### config.mk
export PLATFORM = sky130hd
export DESIGN_NAME = serial_parallel_rx_flat
export DESIGN_NICKNAME = d
export VERILOG_FILES = /design/src/rtl/serial_parallel_rx_if.sv /design/src/rtl/serial_parallel_rx.sv /design/src/flat_wrapper.sv
export SDC_FILE = /design/constraint.sdc
export NUM_CORES = 1
export LEC_CHECK = 0
export ABC_AREA = 0
export ABC_CLOCK_PERIOD_IN_PS = 2800
export CAP_MARGIN = 40
export CORE_AREA = 5 5 63 65
export DETAILED_ROUTE_END_ITERATION = 12
export DIE_AREA = 0 0 68 70
export HOLD_SLACK_MARGIN = 0.06
export MAX_ROUTING_LAYER = met4
export PLACE_DENSITY = 0.59
export SYNTH_ARGS = -nofsm -noshare
export SYNTH_HDL_FRONTEND = slang
export SYNTH_SLANG_ARGS = --single-unit
### constraint.sdc
create_clock -name clk -period 2.8 [get_ports clk]
set_clock_uncertainty 0.2 [all_clocks]
set_input_delay 0.42 -clock clk [delete_from_list [all_inputs] [get_ports clk]]
set_output_delay 0.42 -clock clk [all_outputs]
set_load 0.01 [all_outputs]
### src/rtl/serial_parallel_rx_if.sv
// serial_parallel_rx_if
// Groups the serial line, the receiver enable and the CPU character handshake
// of the serial-to-parallel receiver.
//   enable       : receiver enable (driven by the host side)
//   in           : serial line, idle high (driven by the line side)
//   read         : one-cycle character acknowledge from the CPU
//   toCPU        : last correctly received character
//   charReceived : high while toCPU holds an unread character
//   overrun      : sticky, a character completed while one was still unread
//   framingError : one-cycle pulse when a stop bit samples low
// The master modport is the line/CPU side, the slave modport is the receiver.
interface serial_parallel_rx_if;
  logic       enable;
  logic       in;
  logic       read;
  logic [7:0] toCPU;
  logic       charReceived;
  logic       overrun;
  logic       framingError;

  modport master (
    output enable,
    output in,
    output read,
    input  toCPU,
    input  charReceived,
    input  overrun,
    input  framingError
  );

  modport slave (
    input  enable,
    input  in,
    input  read,
    output toCPU,
    output charReceived,
    output overrun,
    output framingError
  );
endinterface

### src/rtl/serial_parallel_rx.sv
// serial_parallel_rx
// Recovers 10-bit frames (start 0, d0..d7 LSB first, stop 1) from an
// asynchronous serial line and hands each character to the CPU through a
// level-valid / pulse-read handshake, flagging overrun and framing errors.
// Ports:
//   clk   : system clock, rising edge
//   reset : asynchronous, active-high; clears all state
//   rx    : serial_parallel_rx_if slave modport (enable, in, read in;
//           toCPU, charReceived, overrun, framingError out)
// Parameter BIT_CYCLES: clk cycles per serial bit, even and >= 4.
module serial_parallel_rx #(
  parameter int BIT_CYCLES = 16
) (
  input logic                 clk,
  input logic                 reset,
  serial_parallel_rx_if.slave rx
);

  localparam int HALF  = BIT_CYCLES / 2;
  localparam int CNT_W = (BIT_CYCLES > 2) ? $clog2(BIT_CYCLES) : 1;

  localparam logic [CNT_W-1:0] CNT_HALF_LAST = CNT_W'(HALF - 1);
  localparam logic [CNT_W-1:0] CNT_BIT_LAST  = CNT_W'(BIT_CYCLES - 1);
  localparam logic [CNT_W-1:0] CNT_ZERO      = CNT_W'(0);
  localparam logic [CNT_W-1:0] CNT_ONE       = CNT_W'(1);

  typedef enum logic [1:0] {
    IDLE  = 2'd0,
    START = 2'd1,
    DATA  = 2'd2,
    STOP  = 2'd3
  } state_t;

  state_t           state_r;
  logic [CNT_W-1:0] cnt_r;
  logic [2:0]       idx_r;
  logic [7:0]       shift_r;
  logic [7:0]       to_cpu_r;
  logic             char_r;
  logic             overrun_r;
  logic             framing_r;
  logic             sync1_r;
  logic             sync2_r;
  logic             in_s;

  assign in_s = sync2_r;

  // Two-flop synchronizer for the asynchronous line; resets to the idle level.
  always_ff @(posedge clk or posedge reset) begin
    if (reset) begin
      sync1_r <= 1'b1;
      sync2_r <= 1'b1;
    end else begin
      sync1_r <= rx.in;
      sync2_r <= sync1_r;
    end
  end

  // Frame FSM, bit timing, shift register and CPU-facing flags.
  always_ff @(posedge clk or posedge reset) begin
    if (reset) begin
      state_r   <= IDLE;
      cnt_r     <= CNT_ZERO;
      idx_r     <= 3'd0;
      shift_r   <= 8'h00;
      to_cpu_r  <= 8'h00;
      char_r    <= 1'b0;
      overrun_r <= 1'b0;
      framing_r <= 1'b0;
    end else begin
      framing_r <= 1'b0;

      // A read only acknowledges a pending character. A character completing
      // on the same edge is assigned further down and therefore wins.
      if (rx.read && char_r) begin
        char_r    <= 1'b0;
        overrun_r <= 1'b0;
      end else begin
        char_r    <= char_r;
        overrun_r <= overrun_r;
      end

      if (!rx.enable) begin
        // Partial frame is discarded; delivered character and flags survive.
        state_r <= IDLE;
        cnt_r   <= CNT_ZERO;
        idx_r   <= 3'd0;
        shift_r <= 8'h00;
      end else begin
        case (state_r)
          IDLE: begin
            cnt_r <= CNT_ZERO;
            idx_r <= 3'd0;
            if (!in_s) begin
              state_r <= START;
            end else begin
              state_r <= IDLE;
            end
          end

          START: begin
            // Re-check the line at mid start bit to reject short glitches.
            if (cnt_r == CNT_HALF_LAST) begin
              cnt_r <= CNT_ZERO;
              idx_r <= 3'd0;
              if (in_s) begin
                state_r <= IDLE;
              end else begin
                state_r <= DATA;
              end
            end else begin
              cnt_r <= cnt_r + CNT_ONE;
            end
          end

          DATA: begin
            // Sampling is aligned mid-bit by the half-bit offset from START.
            if (cnt_r == CNT_BIT_LAST) begin
              cnt_r          <= CNT_ZERO;
              shift_r[idx_r] <= in_s;
              if (idx_r == 3'd7) begin
                idx_r   <= 3'd0;
                state_r <= STOP;
              end else begin
                idx_r <= idx_r + 3'd1;
              end
            end else begin
              cnt_r <= cnt_r + CNT_ONE;
            end
          end

          STOP: begin
            if (cnt_r == CNT_BIT_LAST) begin
              cnt_r   <= CNT_ZERO;
              state_r <= IDLE;
              if (in_s) begin
                to_cpu_r <= shift_r;
                char_r   <= 1'b1;
                if (char_r && !rx.read) begin
                  overrun_r <= 1'b1;
                end else begin
                  overrun_r <= overrun_r & ~(rx.read & char_r);
                end
              end else begin
                framing_r <= 1'b1;
              end
            end else begin
              cnt_r <= cnt_r + CNT_ONE;
            end
          end

          default: begin
            state_r <= IDLE;
            cnt_r   <= CNT_ZERO;
            idx_r   <= 3'd0;
          end
        endcase
      end
    end
  end

  assign rx.toCPU        = to_cpu_r;
  assign rx.charReceived = char_r;
  assign rx.overrun      = overrun_r;
  assign rx.framingError = framing_r;

endmodule
### src/flat_wrapper.sv
// flat-port wrapper written by rule: the top's interface ports become plain ports
module serial_parallel_rx_flat 
#(
  parameter int BIT_CYCLES = 16
)
  (clk, reset, rx_enable, rx_in, rx_read, rx_toCPU, rx_charReceived, rx_overrun, rx_framingError);
  serial_parallel_rx_if rx_i ();
  input logic clk;
  input logic reset;
  input wire logic [$bits(rx_i.enable)-1:0] rx_enable;
  input wire logic [$bits(rx_i.in)-1:0] rx_in;
  input wire logic [$bits(rx_i.read)-1:0] rx_read;
  output wire logic [$bits(rx_i.toCPU)-1:0] rx_toCPU;
  output wire logic [$bits(rx_i.charReceived)-1:0] rx_charReceived;
  output wire logic [$bits(rx_i.overrun)-1:0] rx_overrun;
  output wire logic [$bits(rx_i.framingError)-1:0] rx_framingError;
  assign rx_i.enable = rx_enable;
  assign rx_i.in = rx_in;
  assign rx_i.read = rx_read;
  assign rx_toCPU = rx_i.toCPU;
  assign rx_charReceived = rx_i.charReceived;
  assign rx_overrun = rx_i.overrun;
  assign rx_framingError = rx_i.framingError;
  serial_parallel_rx #(.BIT_CYCLES(BIT_CYCLES)) u_core (.clk(clk), .reset(reset), .rx(rx_i));
endmodule
Yosys cells after proc, flatten, opt, wreduce, memory -nomap -nowiden
Index checks and enable logic that the tools add are counted.

storage, ports and cells
  memories = 0
  register bits after elaboration = 30
  bits in latches = 0
  bits of input ports = 5
  memory bits (read-only) = 0
  memory bits (writable) = 0
  logic and storage cells = 78

cells by class
  bitwise logic cells = 3
  divide/modulo/power cells = 0
  muxes and demuxes = 38
  reduce and logical (&&, ||, !) cells = 10
  magnitude comparators = 2
  equal/unequal tests = 13
  add/subtract/negate cells = 2
  shift operators = 0
  multipliers = 0

operators with widths
  operator             number
  $mux 8               3
  $mux 1               17
  $mux 2               6
  $mux 3               4
  $mux 4               3
  $ne 3x2->1 const B   4
  $pmux 4 s3           1
  $pmux 3 s3           1
  $bwmux 8             1
  $pmux 2 s4           1
  $reduce_and 4->1     2
  $add 4x1->4 const B  1
  $eq 2x2->1 const B   2
  $eq 4x3->1 const B   1
  $eq 4x4->1 const B   1
  $lt 3x4->1 const B   1
  $ne 2x1->1 const B   2
  $ne 4x1->1 const B   1
  $add 3x1->3 const B  1
  $demux 1 s3          1
  $eq 3x3->1 const B   1
  $ge 3x1->1 const B   1
  $logic_and 1x1->1    3
  $reduce_and 3->1     1
  other kinds (7)      8

Longest topological paths before layout
  word-level depth = 8
  gate-level depth with buffers = 5

Worst setup path after synthesis
Ideal clock, no wire load.

  kind = register -> register
  start point = register u_core.cnt_r[0]
  end point = register u_core.to_cpu_r[0] (netlist: u_core.rx.toCPU[0])
  arrival time = 1520 ps
  cell stages (with the launch flop) = 6
  setup slack = 956 ps
  path buffers = 1
  data required time = 2475 ps
  period minus slack after synthesis = 1844 ps
  library setup time = 125 ps
  cell sequence = dfrtp_1 ha_1 buf_2 nand3_1 nor3_4 mux2_2

on the way
  longest elaborated chain between the ends = 2

ends and longest elaborated chain
  what                        RTL line                   RTL
  start: declaration          serial_parallel_rx.sv:35   logic [CNT_W-1:0] cnt_r;
  start signal: assignment    serial_parallel_rx.sv:112  cnt_r <= cnt_r + CNT_ONE;
  start signal: assignment    serial_parallel_rx.sv:128  cnt_r <= cnt_r + CNT_ONE;
  start signal: assignment    serial_parallel_rx.sv:148  cnt_r <= cnt_r + CNT_ONE;
  $eq 4x4->1                  serial_parallel_rx.sv:133  if (cnt_r == CNT_BIT_LAST) begin
  $reduce_and 4->1 (no line)  -
  end signal: assignment      serial_parallel_rx.sv:137  to_cpu_r <= shift_r;
  end: declaration            serial_parallel_rx.sv:38   logic [7:0] to_cpu_r;

Every way passes these cells.
A chain may end at the register's enable or synchronous reset.

Final worst setup path
  start point = register u_core.cnt_r[0]
  end point = register u_core.to_cpu_r[5] (netlist: u_core.rx.toCPU[5])

Same word-level chain as after synthesis.

==> results.py <==
metrics = {
    "min_path": {
        "min_path_cells": 0,
        "worstHoldStart": "u_core.sync1_r",
        "whs_endpoint": "u_core.in_s",
        "hold_path_class": "register to register",
    },
    "timing": {
        "slew_headroom": 0.6297,
        "max_freq_ghz": 0.4811,
        "rsz0062_at_grt": "no",
        "period_needed_ns": 2.078,
        "worst_slack_ns": 0.7215,
        "setup_viol": 0,
        "min_period_over_period": 0.7423,
        "hold_violations": 0,
        "fin_setup_tns_ns": 0,
        "tightestPinTransition_ns": 0.5496,
        "final_max_slew_viol_count": 0,
    },
    "placed_design": {
        "place_ws_ns": 0.4875,
        "portBuffers": 15,
        "place_congestion": 0.7650,
        "hpwlAfterDp_um": 1757,
    },
    "synthesis": {
        "synth_cell_types": 38,
        "synth_area_um2": 1368,
        "synthMuxAreaShare": 0.1171,
        "synth_adder_area_share": 0.02745,
        "syn_inst": 113,
        "ys_ff_latch": 30,
        "yosys.area_share.simple": 0.1592,
        "async_reset_ff_frac": 1.000,
        "ys_seq_area_frac": 0.5508,
        "synthFlopType": "dfrtp_1",
        "synth_largest_area_cell": "dfrtp_1",
        "synth_nets": 121,
        "synth_compound_area_frac": 0.1025,
        "synth_edf_count": 0,
        "synthXorXnorAreaFrac": 0.01281,
        "synth_area_leaders": "dfrtp_1 51%, mux2i_1 5.1%, mux2_2 4.9%",
        "avgSynthCellArea_um2": 12.10,
        "yosys.area.top_type_share": 0.5124,
        "yosys_warnings": 0,
        "synth_top_family_by_area": "simple AND/OR/NAND/NOR gates",
    },
    "routing": {
        "dr.pass1.iters": 4,
        "via_count": 934,
        "vias_per_cell": 5.189,
        "drt-total-wl_um": 2415,
        "post_drt_wl_per_cell_um": 13.42,
        "drt_iter0_drc": 43,
        "route.detailed.drc": 0,
        "drt.antenna.violating_nets": 0,
    },
    "worst_setup_path": {
        "crit_family": "simple AND/OR/NAND/NOR gates",
        "worstPathBufferInverterCount": 0,
        "critPathArrivalTime_ns": 2.09,
        "crit_chain": "ha_1, nand3_1, nor3_4, mux2_2",
        "reg2reg_slack_ns": 0.72,
        "reg2reg_depth": 4,
        "critPathMaxStageDelay_ns": 0.47,
        "r2r-start": "u_core.cnt_r[0]",
        "start_kind": "register",
        "path_class": "register to register",
        "r2r-end": "u_core.rx.toCPU[5]",
        "cp-end-kind": "register",
        "cp_slowest_cell": "nor3_4",
        "required_ns": 2.81,
        "crit_path_max_fanout": 10,
    },
    "grt": {
        "first_global_vias": 969,
        "grt_max_degree": 31,
        "antenna_found_initial": 0,
        "grt_pass1_wl_um": 4416,
        "grt_usage": 0.1273,
        "grt_overflow_total": 0,
    },
    "clocking": {
        "numCtsBuffers": 5,
        "cts_sinks": 30,
        "cts_resized": 0,
        "cts_max_path_buffers": 2,
        "cts_tree": "done",
        "htree_levels": 2,
        "cts-hold-fix-buffers": 0,
        "postCtsSetupRepairBufs": 0,
        "path_clk_slew_ns": 0.09,
        "cts_root_buf": "clkbuf_4",
        "clk_latency_ns": 0.31,
    },
    "power": {
        "power_uw": 705.1,
        "irDropWorstVdd_mv": 0.2618,
        "powerDensity_nw_per_um2": 434.5,
        "p_leak_uw": 0.0007482,
    },
    "final_layout": {
        "final_common_cell": "dfrtp_1",
        "syn2layout_area_growth_pct": 18.66,
        "fillers": 317,
        "fin_nets": 141,
        "drive_gt1_frac": 0.1567,
        "mostFrequentLayoutCells": "28 x dfrtp_1, 15 x clkdlybuf4s50_1, 10 x nand2_1",
        "n_antenna_cell": 0,
    },
    "floorplanning": {
        "fp.dieW_um": 68,
        "ioPinCount": 16,
        "fp.dieArea_um2": 4760,
        "core_area_um2": 3284,
        "fp-row-count": 21,
        "initial_core_util": 0.4164,
        "die_h_um": 70,
    },
    "run": {
        "maxCapViolations": 0,
    },
    "status": {
        "status": "complete, no violations",
    },
}
==> how the worst max path moves through the flow <==
stage	start	endpoint	cells past startpoint
after CTS	u_core.cnt_r[0]	u_core.rx.toCPU[5]	4
after global placement	rx_enable	u_core.idx_r[0]	5
after floorplan	u_core.cnt_r[0]	u_core.rx.toCPU[0]	5
final	u_core.cnt_r[0]	u_core.rx.toCPU[5]	4
after global routing	u_core.cnt_r[0]	u_core.rx.toCPU[5]	4
after detailed placement	rx_enable	u_core.idx_r[0]	5
==> flip-flops by register name, indices dropped and copies added (netlist names), named ones only <==
signal                  cells
u_core.cnt_r                4
u_core.idx_r                3
u_core.in_s                 1
u_core.rx.charReceived      1
u_core.rx.framingError      1
u_core.rx.toCPU             8
u_core.shift_r              8
u_core.state_r              2
u_core.sync1_r              1
==> logic make-up (layout without fill, tap and decap cells) <==
group,Yosys count,count (layout)
flops,30,30
fa+ha+maj,3,3
xor+xnor,2,2
simple gates,36,36
mux,15,15
buf+inv,10,31
compound gates,17,17
==> final cells by class <==
class	instances	area, µm²	share of cell area
sequential	30	753.2	0.4641
multi-input combinational	73	573.1	0.3531
timing repair buffer	17	165.2	0.1018
tap	46	57.56	0.03547
clock buffer	6	41.29	0.02544
inverter	6	22.52	0.01388
clock inverter	2	10.01	0.006168
==> through the flow <==
step	cells	utilization	cell area [µm²]	hold slack (ns)
4_1_cts	180	0.4941	1623	0.1615
5_1_grt	180	0.4941	1623	0.1693
3_3_place_gp	172	0.4785	1572	0.1470
2_1_floorplan	113	-	1368	0.1452
6_report	180	0.4941	1623	0.1597
3_5_place_dp	172	0.4785	1572	0.1479
==> cells in the mapped netlist (2+ instances only) <==
library cell	number
dfrtp_1	28
nand2_1	10
mux2i_1	7
inv_1	6
mux2_2	6
nor2_1	6
nand3_1	4
nor4_1	4
a22o_1	3
buf_2	3
ha_1	3
a2111oi_0	2
dfstp_2	2
mux2_1	2
nand2b_1	2
nor3_1	2
xnor2_1	2
==> routing by layer <==
layer,share of wire,wire length [µm],global-route usage,vias up
li1,-,-,-,454
met1,0.45,1094,0.1518,458
met2,0.49,1174,0.1906,17
met3,0.041,100,0.04327,5
met4,0.019,45,0.05960,0
met5,0,0,-,-
==> power by group <==
| group | internal, µW | leakage (µW) | total [µW] | switching (µW) |
|---|---|---|---|---|
| sequential | 438 | 0.000410 | 441 | 3.59 |
| combinational | 11.9 | 0.000306 | 29.6 | 17.7 |
| clock | 95.4 | 0.0000320 | 234 | 139 |
No activity file was read; power rests on OpenSTA's default activity.
